## src/rtl/factorial_arbiter.sv

```systemverilog
// factorial_arbiter: round-robin sharing of one factorial datapath among
// N_REQ requesters. Each job is sequenced as a start pulse, a settle window
// with fac_done ignored, a wait for fac_done, and a one-cycle ack carrying
// result/err. Operands above MAX_X are rejected; x <= 1 is answered directly.
// Optional macro FACTORIAL_ARB_TIMEOUT_EN: bounds the wait for fac_done to
// TIMEOUT_CYCLES cycles and then acks with err=1.
module factorial_arbiter #(
    parameter int N_REQ          = 4,
    parameter int WIDTH          = 32,
    parameter int MAX_X          = 12,
    parameter int START_CYCLES   = 2,
    parameter int SETTLE_CYCLES  = 3,
    parameter int TIMEOUT_CYCLES = 64
) (
    input  logic                   clock,
    input  logic                   reset,
    input  logic [N_REQ-1:0]       req,
    input  logic [N_REQ*WIDTH-1:0] req_x,
    output logic [N_REQ-1:0]       ack,
    output logic [WIDTH-1:0]       result,
    output logic                   err,
    output logic                   busy,
    output logic                   fac_start,
    output logic [WIDTH-1:0]       fac_x,
    input  logic                   fac_done,
    input  logic [WIDTH-1:0]       fac_result
);

    localparam int PW   = (N_REQ > 1) ? $clog2(N_REQ) : 1;
    localparam int CMAX = (START_CYCLES > SETTLE_CYCLES) ? START_CYCLES : SETTLE_CYCLES;
    localparam int CW   = $clog2(CMAX + 1);

    localparam logic [2:0] S_IDLE   = 3'd0;
    localparam logic [2:0] S_START  = 3'd1;
    localparam logic [2:0] S_SETTLE = 3'd2;
    localparam logic [2:0] S_WAIT   = 3'd3;
    localparam logic [2:0] S_ACK    = 3'd4;

    if (N_REQ < 2 || N_REQ > 8 || START_CYCLES < 1 || SETTLE_CYCLES < 1 ||
        TIMEOUT_CYCLES < 1) begin : g_param_check
        $error("factorial_arbiter: parameter out of range");
    end

    logic [2:0]       r_state;
    logic [PW-1:0]    r_ptr;
    logic [PW-1:0]    r_gnt;
    logic [CW-1:0]    r_cnt;
    logic [N_REQ-1:0] r_ack;
    logic [WIDTH-1:0] r_result;
    logic             r_err;
    logic             r_fac_start;
    logic [WIDTH-1:0] r_fac_x;

`ifdef FACTORIAL_ARB_TIMEOUT_EN
    localparam int TW = $clog2(TIMEOUT_CYCLES + 1);
    logic [TW-1:0]    r_wcnt;
`endif

    logic             w_gnt_vld;
    logic [PW-1:0]    w_gnt_idx;
    logic [WIDTH-1:0] w_gnt_x;
    logic [PW-1:0]    w_ptr_nxt;

    // Round-robin search: first set request at or above the pointer, else
    // the first set request from index 0 (wrap).
    always_comb begin
        w_gnt_vld = 1'b0;
        w_gnt_idx = '0;
        w_gnt_x   = '0;
        for (int unsigned i = 0; i < N_REQ; i++) begin
            if (!w_gnt_vld && req[i] && (i >= 32'(r_ptr))) begin
                w_gnt_vld = 1'b1;
                w_gnt_idx = PW'(i);
                w_gnt_x   = req_x[i*WIDTH +: WIDTH];
            end
        end
        for (int unsigned i = 0; i < N_REQ; i++) begin
            if (!w_gnt_vld && req[i]) begin
                w_gnt_vld = 1'b1;
                w_gnt_idx = PW'(i);
                w_gnt_x   = req_x[i*WIDTH +: WIDTH];
            end
        end
        w_ptr_nxt = (w_gnt_idx == PW'(N_REQ - 1)) ? '0 : w_gnt_idx + PW'(1);
    end

    // Job sequencer: grant, start pulse, settle, wait for done, ack.
    always_ff @(posedge clock or posedge reset) begin
        if (reset) begin
            r_state     <= S_IDLE;
            r_ptr       <= '0;
            r_gnt       <= '0;
            r_cnt       <= '0;
            r_ack       <= '0;
            r_result    <= '0;
            r_err       <= 1'b0;
            r_fac_start <= 1'b0;
            r_fac_x     <= '0;
`ifdef FACTORIAL_ARB_TIMEOUT_EN
            r_wcnt      <= '0;
`endif
        end else begin
            r_ack <= '0;
            case (r_state)
                S_IDLE: begin
                    if (w_gnt_vld) begin
                        r_gnt <= w_gnt_idx;
                        r_ptr <= w_ptr_nxt;
                        if (w_gnt_x > WIDTH'(MAX_X)) begin
                            r_state           <= S_ACK;
                            r_ack[w_gnt_idx]  <= 1'b1;
                            r_err             <= 1'b1;
                            r_result          <= '0;
                        end else if (w_gnt_x <= WIDTH'(1)) begin
                            r_state           <= S_ACK;
                            r_ack[w_gnt_idx]  <= 1'b1;
                            r_err             <= 1'b0;
                            r_result          <= WIDTH'(1);
                        end else begin
                            r_state     <= S_START;
                            r_fac_start <= 1'b1;
                            r_fac_x     <= w_gnt_x;
                            r_cnt       <= '0;
                        end
                    end
                end
                S_START: begin
                    if (r_cnt == CW'(START_CYCLES - 1)) begin
                        r_fac_start <= 1'b0;
                        r_cnt       <= '0;
                        r_state     <= S_SETTLE;
                    end else begin
                        r_cnt <= r_cnt + CW'(1);
                    end
                end
                S_SETTLE: begin
                    // fac_done may still be high from the previous job here.
                    if (r_cnt == CW'(SETTLE_CYCLES - 1)) begin
                        r_cnt   <= '0;
                        r_state <= S_WAIT;
`ifdef FACTORIAL_ARB_TIMEOUT_EN
                        r_wcnt  <= '0;
`endif
                    end else begin
                        r_cnt <= r_cnt + CW'(1);
                    end
                end
                S_WAIT: begin
                    if (fac_done) begin
                        r_result     <= fac_result;
                        r_err        <= 1'b0;
                        r_ack[r_gnt] <= 1'b1;
                        r_state      <= S_ACK;
                    end
`ifdef FACTORIAL_ARB_TIMEOUT_EN
                    else if (r_wcnt == TW'(TIMEOUT_CYCLES - 1)) begin
                        r_result     <= '0;
                        r_err        <= 1'b1;
                        r_ack[r_gnt] <= 1'b1;
                        r_state      <= S_ACK;
                    end else begin
                        r_wcnt <= r_wcnt + TW'(1);
                    end
`endif
                end
                S_ACK: begin
                    r_state <= S_IDLE;
                end
                default: begin
                    r_state     <= S_IDLE;
                    r_fac_start <= 1'b0;
                end
            endcase
        end
    end

    assign ack       = r_ack;
    assign result    = r_result;
    assign err       = r_err;
    assign busy      = (r_state != S_IDLE);
    assign fac_start = r_fac_start;
    assign fac_x     = r_fac_x;

endmodule

```

## config.mk

```make
export PLATFORM = sky130hd
export DESIGN_NAME = factorial_arbiter
export DESIGN_NICKNAME = d
export VERILOG_FILES = /design/src/rtl/factorial_arbiter.sv
export SDC_FILE = /design/constraint.sdc
export NUM_CORES = 1
export LEC_CHECK = 0
export ABC_AREA = 1
export CORE_ASPECT_RATIO = 1.5
export CORE_MARGIN = 5
export CORE_UTILIZATION = 40
export CTS_CLUSTER_SIZE = 40
export DETAILED_ROUTE_END_ITERATION = 7
export GPL_ROUTABILITY_DRIVEN = 0
export PLACE_DENSITY = 0.79
export SYNTH_ARGS = -nofsm -noshare
export SYNTH_HDL_FRONTEND = slang
export SYNTH_SLANG_ARGS = --single-unit
export TNS_END_PERCENT = 30
```

## constraint.sdc

```tcl
create_clock -name clock -period 2.48 [get_ports clock]
set_input_delay 0.248 -clock clock [delete_from_list [all_inputs] [get_ports clock]]
set_output_delay 0.248 -clock clock [all_outputs]
set_load 0.01 [all_outputs]
```

==> metrics.yaml, run 1 <==
worst_setup_path:
  cp_top_family: "simple AND/OR/NAND/NOR gates"
  worstSetupStartpointType: "flop"
  slowest_delay_ns: 0.40
  cp.arrival_ns: 3.01
  criticalPathCategory: "flop to flop"
  cp_common_cell: "nand2_1"
  required_ns: 2.74
  crit_slowest_cell: "dfrtp_1"
  worstSetupEndpointType: "flop"
  worstPathCellList: "nor2_2, nand2_2, buf_12, buf_4, nand3_1, nand2_1, inv_1, nand2_1, nor2_1, nand3_1, nor2_2, nand2_1, nor2_1, nand3_1, nor2_4, nand4_4, nand2_4, clkbuf_16, nand2_1, nand2_1"
  critPathMaxFanout: 6
  critPathBufInv: 4
  worst-r2r-setup-slack_ns: -0.27
synthesis:
  synth_area_um2: 5740
  ys_types: 32
  ys_ff_latch: 79
  syn_inst: 922
  synth.net_count: 1093
  synth-seq-area-share_pct: 34.5
  synth_area_per_cell_um2: 6.22
  yosysWarnings: 0
route:
  dr.pass1.iters: 5
  drtAntennaViolNets: 0
  drc_errors: 0
  avgRoutedWirePerCell_um: 15.5
  avgViaCountPerCell: 5.02
  num_vias: 7128
  finalWirelength_mm: 22.0
  drt-initial-drc-count: 554
clock_network:
  cts_tree: "yes"
  numCtsBuffers: 9
  root_buffer: "clkbuf_16"
  cts_sinks: 79
  clockBufferDepth: 2
  worstSkewPairLatency_ns: 0.33
  cts_htree_levels: 3
  clkTransAtPathRegs_ns: 0.06
floorplanning:
  die_x_um: 108
  pin_count: 238
  start_util_pct: 40.8
  die_h_um: 157
  rows: 53
  placeableCoreArea_um2: 14100
  die_area_um2: 16900
timing:
  tightest_slew_ns: 0.637
  hold_violations: 0
  setup_ws_ns: -0.272
  finalSetupViolCount: 74
  rsz0062_at_grt: "yes"
  fin_crit_ns: 2.75
  fin_crit_sh_pct: 111
  fin_worst_skew_ns: 0.00889
  fin_tns_setup_ns: -12.71
  slew_viol_final: 0
  fmax_mhz: 363
  maxSlewHeadroom_pct: 57.5
placed_design:
  io_buffer_count: 237
  dp_hpwl_mm: 16.3
global_route:
  grt_use_met3_pct: 4.70
  grt.total_usage_pct: 24.8
  grt_first_pass_wirelength_mm: 33.8
  grt_pass1_vias: 6924
  grt_max_degree: 37
  busiest_layer: "met2"
  gr-usage-met1_pct: 29.2
  grt_use_met2_pct: 42.9
  grt_overflow: 0
  antenna_found_initial: 2
flow_run:
  max_cap_violations: 0
final_layout:
  area_delta_synth_final_pct: 66.0
  final_nets: 1395
  fill_cells: 1176
  drive_above_1_share_pct: 13.7
outcome:
  status: "finished with violations"
  failed_checks: "negative setup slack"
power_and_ir_drop:
  vdd_drop_max_uv: 384
  powerDensity_nw_per_um2: 608
  leakagePower_nw: 4.99
  power_mw: 5.79
worst_hold_path:
  hold_class: "input port to asynchronous set/reset pin"
Yosys cell counts:
cell type / count / share of area [%]
a211oi_1: 1 / 0.13
a21oi_1: 2 / 0.17
a31oi_1: 1 / 0.11
and2_1: 2 / 0.22
buf_1: 3 / 0.20
buf_2: 14 / 1.2
buf_4: 10 / 1.3
buf_6: 5 / 0.98
clkbuf_1: 11 / 0.72
dfrtp_1: 79 / 34
ha_1: 4 / 0.87
inv_1: 140 / 9.2
inv_2: 5 / 0.33
nand2_1: 290 / 19
nand2_2: 4 / 0.44
nand2_4: 1 / 0.20
nand3_1: 110 / 9.6
nand3_2: 2 / 0.35
nand4_1: 56 / 6.1
nand4_4: 3 / 1.1
nor2_1: 141 / 9.2
nor2_2: 2 / 0.22
nor2_4: 2 / 0.39
nor3_1: 5 / 0.44
nor3_2: 1 / 0.17
nor3_4: 1 / 0.28
nor3b_1: 1 / 0.13
nor4_1: 1 / 0.11
o2111ai_1: 1 / 0.15
o21a_1: 3 / 0.39
o21ai_0: 19 / 1.7
o21ai_1: 2 / 0.17
report_power, final:
group	internal, mW	switching [mW]	total [mW]
Clock	0.924	0.480	1.40
Sequential	1.37	0.0650	1.43
Combinational	1.38	1.57	2.95
Total	3.67	2.12	5.79
cell usage in the layout, fill, tap and decap left out, drive strengths merged:
cell and instances:
a211oi 1, a21oi 2, a31oi 1, and2 2, buf 93, bufinv 2
clkbuf 15, clkdlybuf4s50 237, clkinvlp 1, dfrtp 79, diode 2, ha 4
inv 145, nand2 295, nand3 112, nand4 59, nor2 145, nor3 7
nor3b 1, nor4 1, o2111ai 1, o21a 3, o21ai 21
stage by stage:
stage               instance area, µm²  hold WS, ns  cells  util [%]  setup slack, ns
finish                            9530        0.345   1421      67.8           -0.272
global route                      9530        0.402   1421      67.8           -0.412
CTS                               9320        0.359   1413      66.3           -0.168
detailed placement                8900        0.450   1394      63.3           -0.472
global placement                  8900        0.448   1394      63.3           -0.403
floorplan                         5740        0.405    922         -            0.100
sequential cells by signal, summed over array words and instances (netlist names):
| register | cells |
|---|---|
| fac_x | 32 |
| result | 32 |
| ack | 4 |
| r_state | 3 |
| r_cnt | 2 |
| r_gnt | 2 |
| r_ptr | 2 |
| err | 1 |
| fac_start | 1 |
path summary, 6_finish.rpt:
| kind | endpoint | from | cells after the start |
|---|---|---|---|
| worst max register to register | result[23]$_DFFE_PP0P_ | r_ptr[0]$_DFFE_PP0P_ | 20 |
| worst min-delay path | fac_x[29]$_DFFE_PP0P_ | reset | 2 |
| max in group asynchronous | result[16]$_DFFE_PP0P_ | reset | 3 |
| worst min register to register | fac_x[17]$_DFFE_PP0P_ | fac_x[17]$_DFFE_PP0P_ | 2 |
| min in group clock | fac_x[17]$_DFFE_PP0P_ | fac_x[17]$_DFFE_PP0P_ | 2 |
| worst max-delay path | result[23]$_DFFE_PP0P_ | r_ptr[0]$_DFFE_PP0P_ | 20 |
worst register-to-register path, stage by stage, from the launching register on:
cell	delay, ns
dfrtp_1	0.40
nor2_2	0.17
nand2_2	0.13
buf_12	0.15
buf_4	0.15
nand3_1	0.07
nand2_1	0.06
inv_1	0.05
nand2_1	0.04
nor2_1	0.10
nand3_1	0.10
nor2_2	0.12
nand2_1	0.08
nor2_1	0.10
nand3_1	0.12
nor2_4	0.23
nand4_4	0.13
nand2_4	0.17
clkbuf_16	0.18
nand2_1	0.06
nand2_1	0.08
final cells by class:
class | count | area, µm² | area share (%)
timing repair buffer | 334 | 3340 | 35.1
clock inverter | 3 | 67.6 | 0.709
clock buffer | 11 | 253 | 2.65
sequential | 79 | 1980 | 20.8
multi-input combinational | 655 | 3090 | 32.4
inverter | 145 | 552 | 5.79
antenna | 2 | 5.00 | 0.0525
tap | 192 | 240 | 2.52
cells by family after synthesis:
logic type / after synthesis / synth area share, %
buffers and inverters: 188 / 13.9
flip-flops: 79 / 34.5
AO/OA/AOI/OAI: 29 / 2.79
AND/OR/NAND/NOR: 622 / 48.0
adder cells (fa/ha/maj): 4 / 0.872
metal layers:
metal	routed length, µm	vias to the layer above
li1	-	3486
met1	8240	3209
met2	11000	365
met3	1730	68
met4	1010	0
met5	0	-
repair_timing:
action | 4_1_cts | 5_1_grt
hold buffers | 0 | 0
endpoints found under the setup margin | 74 | 75
buffers inserted | 4 | 2
gates resized for setup | 15 | 28
cloned | 1 | 4
pin swaps | 4 | 3
Note: power is estimated with default switching activity, not from simulation.
==> run 2, diff against run 1 <==
--- a/config.mk
+++ b/config.mk
@@ -9,9 +9,10 @@
 export CORE_ASPECT_RATIO = 1.5
 export CORE_MARGIN = 5
-export CORE_UTILIZATION = 40
+export CORE_UTILIZATION = 55
 export CTS_CLUSTER_SIZE = 40
 export DETAILED_ROUTE_END_ITERATION = 7
+export DONT_BUFFER_PORTS = 1
 export GPL_ROUTABILITY_DRIVEN = 0
-export PLACE_DENSITY = 0.79
+export PLACE_DENSITY = 0.73
 export SYNTH_ARGS = -nofsm -noshare
 export SYNTH_HDL_FRONTEND = slang
==> constraint.sdc (replaced) <==
create_clock -name clock -period 2.48 [get_ports clock]
set_input_delay 0.248 -clock clock [delete_from_list [all_inputs] [get_ports clock]]
set_output_delay 0.248 -clock clock [all_outputs]
set_load 0.05 [all_outputs]
==> run 2 against run 1 <==
Against the previous run:
- the flow still finishes with violations (negative setup slack)
- critical path depth decreased by 3
- final area decreased by 30%
- final cell count decreased by 23%
- hold slack got worse by 0.28 ns
- sequential cell count unchanged
- first-iteration DRC count decreased by 37%
- fmax increased by 1.2%
- clock power decreased by 10%
- worst setup slack improved by 0.032 ns
- register-to-register slack improved by 0.03 ns
- global-route usage increased by 2.9 points
==> metrics.yaml, run 2 (synthesis results as in run 1) <==
placed_design:
  pre_cts_slack_ns: -0.361  # +0.111 ns
  dpl_cell_area_um2: 6250  # -30%
  io_buffer_count: 0  # -100%
  dp_hpwl_mm: 13.7  # -16%
clock_network:
  numCtsBuffers: 9  # unchanged
  cts_sinks: 79  # unchanged
  clkTransAtPathRegs_ns: 0.06  # about the same
  root_buffer: "clkbuf_16"
  cts_htree_levels: 3  # unchanged
  clockBufferDepth: 2  # unchanged
  cts_tree: "yes"
  worstSkewPairLatency_ns: 0.33  # about the same
power_and_ir_drop:
  pwr-share-seq_pct: 29.5  # +4.8 points
  leakagePower_nw: 3.89  # -22%
  combPwrFrac_pct: 46.5  # -4.5 points
  powerDensity_nw_per_um2: 781  # +29%
  internal-power_mw: 3.13  # -15%
  vdd_drop_max_uv: 429  # +12%
  p_sw_share_pct: 40.2  # +3.7 points
  clkPwrFrac_pct: 24.0  # -0.3 points
  power_switching_mw: 2.11  # -0.30%
route:
  avgRoutedWirePerCell_um: 16.5  # +6.6%
  avgViaCountPerCell: 5.61  # +12%
  drc_errors: 0  # unchanged
  drtAntennaViolNets: 0  # unchanged
  dr.pass1.iters: 4  # -1
  num_vias: 6161  # -14%
  finalWirelength_mm: 18.1  # -18%
  drt-initial-drc-count: 349  # -37%
timing:
  rsz0062_at_grt: "yes"
  setup_ws_ns: -0.240  # +0.0317 ns
  fmax_mhz: 368  # +1.2%
  maxSlewHeadroom_pct: 54.1  # -3.3 points
  hold_violations: 0  # unchanged
  tightest_slew_ns: 0.687  # +0.0502 ns
  fin_worst_skew_ns: 0.00652  # -0.00237 ns
  finalSetupViolCount: 74  # unchanged
  slew_viol_final: 0  # unchanged
  fin_crit_sh_pct: 110  # -1.3 points
  fin_crit_ns: 2.72  # -0.0317 ns
worst_setup_path:
  criticalPathCategory: "flop to flop"
  slowest_delay_ns: 0.42  # +0.02 ns
  worstSetupEndpointType: "flop"
  regToRegStartpoint: "r_ptr[1]$_DFFE_PP0P_"
  critPathMaxFanout: 36  # +30
  required_ns: 2.68  # -0.06 ns
  cp.arrival_ns: 2.92  # -0.09 ns
  worst-r2r-setup-slack_ns: -0.24  # +0.03 ns
  setup.worst_path.end: "fac_x[2]$_DFFE_PP0P_"
  cp_common_cell: "nor2_1"
  critical_path.startpoint: "r_ptr[1]$_DFFE_PP0P_"
  worstPathCellList: "nor2_2, nand2_2, buf_6, nand4_4, buf_12, nor2_1, nor2_1, nand3_1, nor2_2, nand2_1, nor2_1, nand3_1, nor2_4, nand4_4, buf_12, nand2_1, o21ai_1"
  crit_slowest_cell: "dfrtp_1"
  worstSetupStartpointType: "flop"
  r2r_cells: 17  # -15%
  regToRegEndpoint: "fac_x[2]$_DFFE_PP0P_"
final_layout:
  final_nets: 1124  # -19%
  layout_common_cells: "nand2_1 (288), inv_1 (139), nor2_1 (125), nand3_1 (109), dfrtp_1 (79)"
  layout_commonest_cell: "nand2_1"
  fill_cells: 936  # -20%
  multiInputGateArea_um2: 3060  # -0.81%
  drive_above_1_share_pct: 12.4  # -1.3 points
  final_area_um2: 6710  # -30%
  diodes: 0  # -2
  area_delta_synth_final_pct: 16.9
  seq_area_um2: 1980  # unchanged
floorplanning:
  start_util_pct: 56.3  # +15 points
  rows: 45  # -15%
  die_x_um: 93.4  # -13%
  die_area_um2: 12600  # -25%
  pin_count: 238  # unchanged
  placeableCoreArea_um2: 10200  # -28%
  die_h_um: 135  # -14%
outcome:
  failed_checks: "negative setup slack"
  status: "finished with violations"
worst_hold_path:
  hold_class: "input port to flop"
  min_path_cells: 2
global_route:
  grt_max_degree: 48  # +30%
  antenna_found_initial: 0  # -2
  grt_overflow: 0  # unchanged
  grt.total_usage_pct: 27.7  # +2.9 points
  grt_pass1_vias: 6101  # -12%
  grt_first_pass_wirelength_mm: 28.2  # -16%
flow_run:
  max_cap_violations: 0  # unchanged
-- run 2: worst min path at each step --
stage,startpoint,end,slack [ns]
after global placement,reset,fac_x[21]$_DFFE_PP0P_,0.28
after global routing,fac_done,result[15]$_DFFE_PP0P_,0.06
after floorplan,fac_result[25],result[25]$_DFFE_PP0P_,0.40
after detailed placement,reset,fac_x[21]$_DFFE_PP0P_,0.29
final,fac_done,result[11]$_DFFE_PP0P_,0.07
after CTS,fac_done,result[15]$_DFFE_PP0P_,0.06
-- run 2: final cells by class --
type | count | share of cell area, %
multi-input cells | 655 | 45.6
clock inverters | 6 | 0.914
clock buffers | 10 | 3.41
flip-flops and latches | 79 | 29.5
repair buffers | 63 | 9.74
inverters | 145 | 8.19
well taps | 141 | 2.63
-- run 2: power by group through the flow --
stage / combinational (mW) / clock (mW) / sequential, mW
floorplan: 1.44 / 0 / 1.56
global placement: 2.20 / 0 / 1.56
detailed placement: 2.27 / 0 / 1.57
CTS: 2.38 / 1.28 / 1.54
global route: 2.69 / 1.34 / 1.56
finish: 2.43 / 1.26 / 1.55
-- run 2: metal layers --
layer  share of wire [%]  up-vias  track usage (%)
met1                  34     2808             29.2
met4                 5.1        0             15.7
met2                  52      345             49.7
met3                 9.1       73             6.63
li1                    -     2935                -
met5                   0        -                0
-- run 2: repair_timing --
item | in CTS | in global routing
pin swaps | 3 | 2
endpoints found under the setup margin | 74 | 74
gates resized for setup | 23 | 9
setup buffers | 4 | 0
hold endpoints to repair | 32 | 0
hold buffers | 1 | 0
cloned | 1 | 0
-- run 2: stage by stage --
stage	setup TNS (ns)	instances	hold WS (ns)	total power, mW	utilization, %
floorplan	0	922	0.405	3.00	-
global placement	-18.82	1077	0.277	3.76	61.3
detailed placement	-20.60	1077	0.287	3.83	61.3
CTS	-10.97	1099	0.0613	5.21	65.5
finish	-13.66	1099	0.0686	5.24	65.8
global route	-25.71	1099	0.0633	5.58	65.8
-- run 2: critical path, delay by kind of cell (launching register included) --
kind            cells  cell delay [ns]
flops               1             0.42
compound gates      1             0.09
simple gates       13             1.53
buf+inv             3             0.51
